<file path="config.mk">
export PLATFORM = sky130hd
export DESIGN_NAME = turbo_iter_ctrl
export DESIGN_NICKNAME = d
export VERILOG_FILES = /design/src/rtl/turbo_iter_ctrl.sv
export SDC_FILE = /design/constraint.sdc
export NUM_CORES = 1
export LEC_CHECK = 0
export BUFFER_PORTS_ARGS = -buffer_cell sky130_fd_sc_hd__buf_2
export CAP_MARGIN = 20
export CORE_MARGIN = 2
export CORE_UTILIZATION = 50
export CTS_BUF_LIST = sky130_fd_sc_hd__clkbuf_4 sky130_fd_sc_hd__clkbuf_8
export CTS_CLUSTER_SIZE = 30
export DETAILED_ROUTE_END_ITERATION = 10
export GPL_TIMING_DRIVEN = 0
export PLACE_DENSITY = 0.72
export SLEW_MARGIN = 0
export SYNTH_ARGS = -nofsm -noshare
export SYNTH_HDL_FRONTEND = slang
export SYNTH_SLANG_ARGS = --single-unit
</file>
<file path="constraint.sdc">
create_clock -name clk_p_i -period 3.9 [get_ports clk_p_i]
set_input_delay 0.195 -clock clk_p_i [delete_from_list [all_inputs] [get_ports clk_p_i]]
set_output_delay 0.195 -clock clk_p_i [all_outputs]
set_load 0.03 [all_outputs]
</file>
<file path="src/rtl/turbo_iter_ctrl.sv">
// turbo_iter_ctrl: iteration scheduler for the single shared SISO engine of
// the turbo decoder. Sequences DEC1 (natural order) and DEC2 (interleaved
// order) half-iterations, watches each SISO run with a watchdog and counts
// completed full iterations.
// Optional build macro EARLY_TERM_EN: stop the frame early once the DEC2
// hard decisions repeat across consecutive iterations (after MIN_ITER).
module turbo_iter_ctrl #(
  parameter int MAX_ITER = 16,
  parameter int MIN_ITER = 2,
  parameter int TIMEOUT  = 255,
  parameter int HD_W     = 5
) (
  input  logic            clk_p_i,
  input  logic            reset_n_i,
  input  logic            start_i,
  input  logic            abort_i,
  input  logic            siso_finish_i,
  input  logic [HD_W-1:0] hd_i,
  output logic            siso_start_o,
  output logic            half_o,
  output logic            ext_clr_o,
  output logic            ext_wr_o,
  output logic [5:0]      iter_o,
  output logic [HD_W-1:0] hd_o,
  output logic            busy_o,
  output logic            done_o,
  output logic            early_o,
  output logic            timeout_o
);

  localparam int              WD_W    = $clog2(TIMEOUT + 1);
  localparam logic [WD_W-1:0] WD_LAST = WD_W'(TIMEOUT - 1);
  localparam logic [5:0]      ITER_MAX = 6'(MAX_ITER);
  localparam logic [5:0]      ITER_MIN = 6'(MIN_ITER);

  typedef enum logic [2:0] {
    S_IDLE,
    S_CLR,
    S_LAUNCH,
    S_WAIT,
    S_UPDATE,
    S_DONE,
    S_ERR
  } state_t;

  state_t            state;
  logic [WD_W-1:0]   wd_cnt;
  logic [HD_W-1:0]   hd_cap;
  logic [5:0]        iter_inc;
  logic              early_stop;

  assign iter_inc = iter_o + 6'd1;

`ifdef EARLY_TERM_EN
  logic [HD_W-1:0]   hd_prev;
  logic              hd_prev_vld;

  // Decisions unchanged since the previous DEC2 pass and enough iterations done
  assign early_stop = hd_prev_vld && (hd_cap == hd_prev) && (iter_inc >= ITER_MIN);
`else
  assign early_stop = 1'b0;
  assign early_o    = 1'b0;
`endif

  // Scheduler FSM; every output pulse is registered on entry to its state
  always_ff @(posedge clk_p_i or negedge reset_n_i) begin
    if (!reset_n_i) begin
      state        <= S_IDLE;
      wd_cnt       <= '0;
      hd_cap       <= '0;
      siso_start_o <= 1'b0;
      half_o       <= 1'b0;
      ext_clr_o    <= 1'b0;
      ext_wr_o     <= 1'b0;
      iter_o       <= '0;
      hd_o         <= '0;
      busy_o       <= 1'b0;
      done_o       <= 1'b0;
      timeout_o    <= 1'b0;
`ifdef EARLY_TERM_EN
      early_o      <= 1'b0;
      hd_prev      <= '0;
      hd_prev_vld  <= 1'b0;
`endif
    end else begin
      siso_start_o <= 1'b0;
      ext_clr_o    <= 1'b0;
      ext_wr_o     <= 1'b0;
      done_o       <= 1'b0;
      if (abort_i) begin
        // abort beats every other transition; the watchdog error flag survives
        state  <= S_IDLE;
        busy_o <= 1'b0;
      end else begin
        case (state)
          S_IDLE: begin
            if (start_i) begin
              state     <= S_CLR;
              ext_clr_o <= 1'b1;
              busy_o    <= 1'b1;
              iter_o    <= '0;
              half_o    <= 1'b0;
              timeout_o <= 1'b0;
`ifdef EARLY_TERM_EN
              early_o   <= 1'b0;
`endif
            end
          end
          S_CLR: begin
            state        <= S_LAUNCH;
            siso_start_o <= 1'b1;
`ifdef EARLY_TERM_EN
            hd_prev_vld  <= 1'b0;
`endif
          end
          S_LAUNCH: begin
            state  <= S_WAIT;
            wd_cnt <= '0;
          end
          S_WAIT: begin
            if (siso_finish_i) begin
              // a finish in the last watchdog cycle still counts as success
              state    <= S_UPDATE;
              hd_cap   <= hd_i;
              ext_wr_o <= 1'b1;
            end else begin
              wd_cnt <= wd_cnt + 1'b1;
              if (wd_cnt == WD_LAST) begin
                state     <= S_ERR;
                timeout_o <= 1'b1;
              end
            end
          end
          S_UPDATE: begin
            if (!half_o) begin
              half_o       <= 1'b1;
              state        <= S_LAUNCH;
              siso_start_o <= 1'b1;
            end else begin
              iter_o <= iter_inc;
              hd_o   <= hd_cap;
              if (iter_inc == ITER_MAX) begin
                state  <= S_DONE;
                done_o <= 1'b1;
              end else if (early_stop) begin
                state   <= S_DONE;
                done_o  <= 1'b1;
`ifdef EARLY_TERM_EN
                early_o <= 1'b1;
`endif
              end else begin
`ifdef EARLY_TERM_EN
                hd_prev     <= hd_cap;
                hd_prev_vld <= 1'b1;
`endif
                half_o       <= 1'b0;
                state        <= S_LAUNCH;
                siso_start_o <= 1'b1;
              end
            end
          end
          S_DONE: begin
            state  <= S_IDLE;
            busy_o <= 1'b0;
          end
          S_ERR: begin
            state <= S_ERR;
          end
          default: begin
            state  <= S_IDLE;
            busy_o <= 1'b0;
          end
        endcase
      end
    end
  end

endmodule

</file>
==> impl_results.md, run 1 <==
* First-pass GRT wire length at 6.279 mm
* Chip Width at 62.68 microns
* Post-place setup slack at 2.293 ns
* Final setup fails at 0
* Most frequent cells in the layout: 34 x dfrtp_1, 30 x buf_2, 27 x nand2_1, 15 x o21ai_0, 10 x nor2_1
* CP Data Arrival Time at 1.86 ns
* CTS H-tree lvls at 2
* Drt via density at 5.449
* # rows at 21
* Yosys Warn Count at 0
* Core Box Area at 3311 sq um
* DR WL met3 at 149 microns
* Vias in the first global route at 1338
* Detailed Routing Iterations Pass 1 at 4
* Clk_lat worst skew at 0.35 ns
* IO Count at 29
* Max Clock Freq at 610.4 MHz
* PnR worst setup slack at 2.262 ns
* Overflow after GRT at 0
* Ant. Diodes at 0
* CP max stage cell: dfrtp_1
* Pwr per Cell Area at 368.9 nW/um^2
* Root Buffer: clkbuf_4
* Util after Layout at 0.6062
* Post-route DRC at 0
* Met2 wire len at 1.832 mm
* Setup tns final at 0 ns
* Die area at 3929 sq um
* Clock tree buffer depth at 2
* Port Buffers at 27
* Final min period at 1.638 ns
* Chip height at 62.68 microns
* Routability congestion estimate at 0.8503
* CP Capture Type: flop
* Final Power at 0.7404 mW
* Final hold viol count at 0
* Filler cells at 320
* Syn_nets at 186
* Clock sink count at 34
* Run status: complete, no violations
* Sequential-to-total area share from yosys stat at 0.4942
* Drt initial violations at 102
* Cells after Synth at 172
* Vias at 1384
* Leakage at 1.003 nW
* Crit start category: flop
* Nets at 221
* Critical path type: reg2reg
* DP HPWL at 2.562 mm
* Final ANT Viol Nets at 0
* DR WL/cell at 13.80 microns
* Worst slew margin at 0.4990
* VDD IR max at 0.2739 mV
* Largest stage delay, worst path at 0.46 ns
* Num CTS Buffers at 5
* WL final at 3.506 mm
* Top Metal Used: met4
* Aggregate global-route resource usage at 0.2039
* Mean Syn Cell Area at 10.01 sq um
* Worst Skew at 0.01764 ns
* Share of post-route cells with drive strength above 1 at 0.2548
* Antenna violations before repair at 0
* Pin count of the biggest net entering global routing at 35
* Hold Slack at 0.06948 ns
* Initial core utilization at 0.5200
* Commonest non-fill, non-tap cell in the layout: dfrtp_1
* M1 WL at 1.485 mm
* Slew Viols, Final at 0
* Synth-to-layout area growth at 16.57%
* HP Class: in2reg
* Distinct cells, synth at 44
* Max-Cap Viols at 0
* Worst-path cell chain: and3_1 -> nor4b_1 -> o211a_1 -> o22ai_1
* Clk slew on worst S/H paths at 0.12 ns
* Worst-Margin Slew at 0.7516 ns
* Post-CTS setup buffers at 0
* Final worst-path cycle share at 0.4201
* Worst Path Required at 4.12 ns
* Unrepaired setup endpoints after global routing: false
* Synthesized area at 1722 sq um
* Synthesis-stage register bit count at 34
* R2r setup slk at 2.26 ns
* CTS tree: yes
* CP Max Fanout at 7
[worst max-delay path: cells and delay by family, from the launching register on]
family	cells	cell delay, ns
AOI/OAI and AO/OA	2	0.34
DFF	1	0.46
and+or+nand+nor	2	0.71
[registers in the layout (all words and copies together), names as in the netlist]
name and count:
iter_o 6, ext_clr_o 1, hd_o 5, state 3, siso_start_o 1, busy_o 1
done_o 1, ext_wr_o 1, half_o 1, timeout_o 1, wd_cnt 8, hd_cap 5
[metal layers]
layer  global-route usage  vias to the layer above
met2               0.3589                       26
met3              0.05405                        5
met1               0.2441                      677
met5                    0                        -
li1                     -                      676
met4              0.06111                        0
[final timing paths]
kind | startpoint | end | depth (start not counted)
worst min-delay path | hd_i[1] | hd_cap[1] | 2
worst max register to register | iter_o[0] | state[1] | 4
worst max-delay path | iter_o[0] | state[1] | 4
min in group asynchronous | reset_n_i | iter_o[4] | 2
max in group asynchronous | reset_n_i | hd_cap[4] | 2
worst min register to register | hd_cap[4] | hd_o[4] | 2
[cells by family after synthesis]
family,after synthesis,share of synthesized area
AND/OR/NAND/NOR,75,0.2427
AO/OA/AOI/OAI,35,0.1257
flip-flops,34,0.4942
buffers and inverters,11,0.03560
multiplexers,7,0.04506
XOR/XNOR,5,0.02543
adder cells (fa/ha/maj),4,0.02907
other,1,0.002178
[power by group]
| group | switching (mW) | leakage (nW) | total, mW | internal, mW |
|---|---|---|---|---|
| Clock | 0.126 | 0.0374 | 0.260 | 0.134 |
| Combinational | 0.0527 | 0.499 | 0.0903 | 0.0376 |
| Sequential | 0.0148 | 0.466 | 0.390 | 0.375 |
[what timing repair did]
| action | CTS | global route |
|---|---|---|
| endpoints found under the hold margin | 34 | 0 |
| gates resized for setup | 0 | 0 |
| hold buffers | 1 | 0 |
[through the flow]
stage	area, sq um	instances
2_1_floorplan	1722	172
3_3_place_gp	1914	245
3_5_place_dp	1914	245
4_1_cts	2007	254
5_1_grt	2007	254
6_report	2007	254
[cells in the mapped netlist]
library cell	count	share of area
clkbuf_2	1	0.0029
o22ai_1	1	0.0036
inv_1	4	0.0087
nor2_1	10	0.022
a21oi_1	7	0.020
o2111ai_1	1	0.0051
o21ai_0	15	0.044
nand4_2	1	0.0073
a211oi_1	1	0.0044
o2bb2ai_1	1	0.0051
a31oi_1	1	0.0036
xor2_1	1	0.0051
buf_6	1	0.0065
nor3b_1	1	0.0044
and4_4	1	0.0065
nand2b_1	3	0.011
nor4_1	2	0.0073
ha_1	4	0.029
and2_1	1	0.0036
nand4_4	1	0.012
buf_4	2	0.0087
or3_1	8	0.029
nand3b_1	2	0.0087
nor3b_4	1	0.011
o31ai_1	2	0.0087
a22o_1	1	0.0051
a21o_1	1	0.0044
mux2i_1	1	0.0058
nand2_1	27	0.059
nor2b_1	2	0.0073
nor2_4	1	0.0065
xnor2_1	4	0.020
dfrtp_1	34	0.49
and3_1	2	0.0073
a221o_1	1	0.0058
mux2_2	6	0.039
nand3_1	6	0.017
nor3_1	3	0.0087
nor4b_1	2	0.010
conb_1	1	0.0022
buf_2	3	0.0087
nand4_1	1	0.0036
o211a_1	2	0.012
o21bai_1	1	0.0044
[layout make-up]
class                           instances  area, sq um  share of cell area
Multi-Input combinational cell        127        809.5              0.4034
Sequential cell                        34        850.8              0.4239
Inverter                                4        15.01            0.007481
Buffer                                  7        46.29             0.02307
Clock buffer                            5        37.54             0.01870
Timing Repair Buffer                   28        145.1             0.07232
Clock inverter                          3        45.04             0.02244
Tap cell                               46        57.56             0.02868
No activity file was read; power rests on OpenSTA's default activity.
==> inputs of run 2 (changes only) <==
- PLACE_DENSITY: 0.72 -> 0.75
- clock period: 3.9 -> 1.4 ns (I/O delays scaled with it)
==> impl_results.md, run 2 (synthesis gave the netlist of run 1 again) <==
* Run status: finished, violations left
* Failing checks: setup timing
* Most frequent cells in the layout: 29 x buf_2, 29 x dfrtp_1, 24 x nand2_1, 20 x buf_4
* Max-Cap Viols at 0
* Leakage at 1.190 nW
* CTS tree: yes
* Worst Path Required at 1.64 ns
* Clock tree buffer depth at 2
* # rows at 21
* Worst Skew at 0.007323 ns
* CTS H-tree lvls at 2
* Clock sink count at 34
* Largest Register: wd_cnt
* Overflow after GRT at 0
* Worst-Margin Slew at 0.7560 ns
* Crit start category: flop
* Port Buffers at 27
* Final hold viol count at 0
* Detailed Routing Iterations Pass 1 at 4
* Antenna violations before repair at 0
* WL final at 4.549 mm
* Clk slew on worst S/H paths at 0.12 ns
* Largest regs: wd_cnt (8), iter_o (6)
* IO Count at 29
* Vias in the first global route at 1502
* Num CTS Buffers at 5
* Initial core utilization at 0.5200
* Max Clock Freq at 633.7 MHz
* Chip height at 62.68 microns
* Final Power at 2.208 mW
* Share of post-route cells with drive strength above 1 at 0.4831
* Vias at 1602
* Largest register FFs at 8
* Synth-to-layout area growth at 44.77%
* Aggregate global-route resource usage at 0.2280
* Core Box Area at 3311 sq um
* Ant. Diodes at 0
* Worst slew margin at 0.4960
* HP Class: in2reg
* Final ANT Viol Nets at 0
* Clk_lat worst skew at 0.36 ns
* Unrepaired setup endpoints after global routing: true
* Nets at 249
* VDD IR max at 0.6167 mV
* Final setup fails at 28
* Chip Width at 62.68 microns
* CP Data Arrival Time at 1.82 ns
* Drt via density at 5.681
* Routability congestion estimate at 0.8647
* PnR worst setup slack at -0.1780 ns
* CP Max Fanout at 4
* Post-route DRC at 0
* Slew Viols, Final at 0
* Pin count of the biggest net entering global routing at 35
* Post-place setup slack at -0.2342 ns
* Root Buffer: clkbuf_4
* CP Capture Type: flop
* Final worst-path cycle share at 1.127
* Drt initial violations at 180
* Die area at 3929 sq um
* Hold Slack at 0.08995 ns
* Pwr per Cell Area at 885.7 nW/um^2
* DR WL/cell at 16.13 microns
* Final min period at 1.578 ns
* Critical path type: reg2reg
* First-pass GRT wire length at 7.031 mm
* DP HPWL at 2.478 mm
==> run 2: final timing paths <==
kind                                 from   endpoint  slack, ns  depth (start not counted)
worst max register to register   state[1]  wd_cnt[7]      -0.18                          7
worst min-delay path              start_i  ext_clr_o       0.09                          3
max in group asynchronous       reset_n_i  iter_o[0]       0.57                          2
worst max-delay path             state[1]  wd_cnt[7]      -0.18                          7
min in group asynchronous       reset_n_i  timeout_o       0.31                          2
worst min register to register  hd_cap[1]    hd_o[1]       0.47                          2
==> run 2: final cells by class <==
| class | count | area [sq um] |
|---|---|---|
| repair buffers | 57 | 394.1 |
| inverters | 4 | 15.01 |
| flip-flops and latches | 34 | 857.1 |
| well taps | 46 | 57.56 |
| fillers | 222 | 818.3 |
| multi-input cells | 127 | 1032 |
| clock buffers | 5 | 37.54 |
| clock inverters | 3 | 45.04 |
| plain buffers | 6 | 53.80 |
==> run 2: timing repair <==
item / 4_1_cts / 5_1_grt
buffers inserted: 16 / 9
gates resized for setup: 34 / 22
endpoints found under the hold margin: 39 / 0
pin swaps: 13 / 9
endpoints found under the setup margin: 25 / 31
hold buffers: 6 / 0
==> run 2: critical path, cell delays in order (launching register included) <==
cell and delay (ns):
dfrtp_1 0.38, buf_6 0.11, nor3b_4 0.25, buf_6 0.15, nand4_4 0.13, buf_6 0.17
o21ai_0 0.18, a21oi_1 0.10
==> run 2: power breakdown <==
group	internal (mW)	leakage [nW]	switching [mW]
sequential	1.04	0.458	0.0426
combinational	0.177	0.694	0.193
clock	0.374	0.0374	0.375
total	1.60	1.19	0.611
==> run 2: stage by stage <==
stage          instance area, sq um  cells  setup TNS, ns    util
2_1_floorplan                  1752    172        -0.6676       -
3_5_place_dp                   1944    245         -2.518  0.5873
6_report                       2492    282         -2.364  0.7528
3_3_place_gp                   1944    245         -1.666  0.5873
5_1_grt                        2492    282         -3.646  0.7528
4_1_cts                        2332    275         -1.398  0.7045
==> run 2: metal layers <==
| metal | track usage | part of all wire | vias to the layer above |
|---|---|---|---|
| met1 | 0.2666 | 0.40 | 797 |
| met4 | 0.1056 | 0.024 | 0 |
| met5 | 0 | 0 | - |
| met3 | 0.05405 | 0.044 | 19 |
| li1 | - | - | 742 |
| met2 | 0.3952 | 0.54 | 44 |
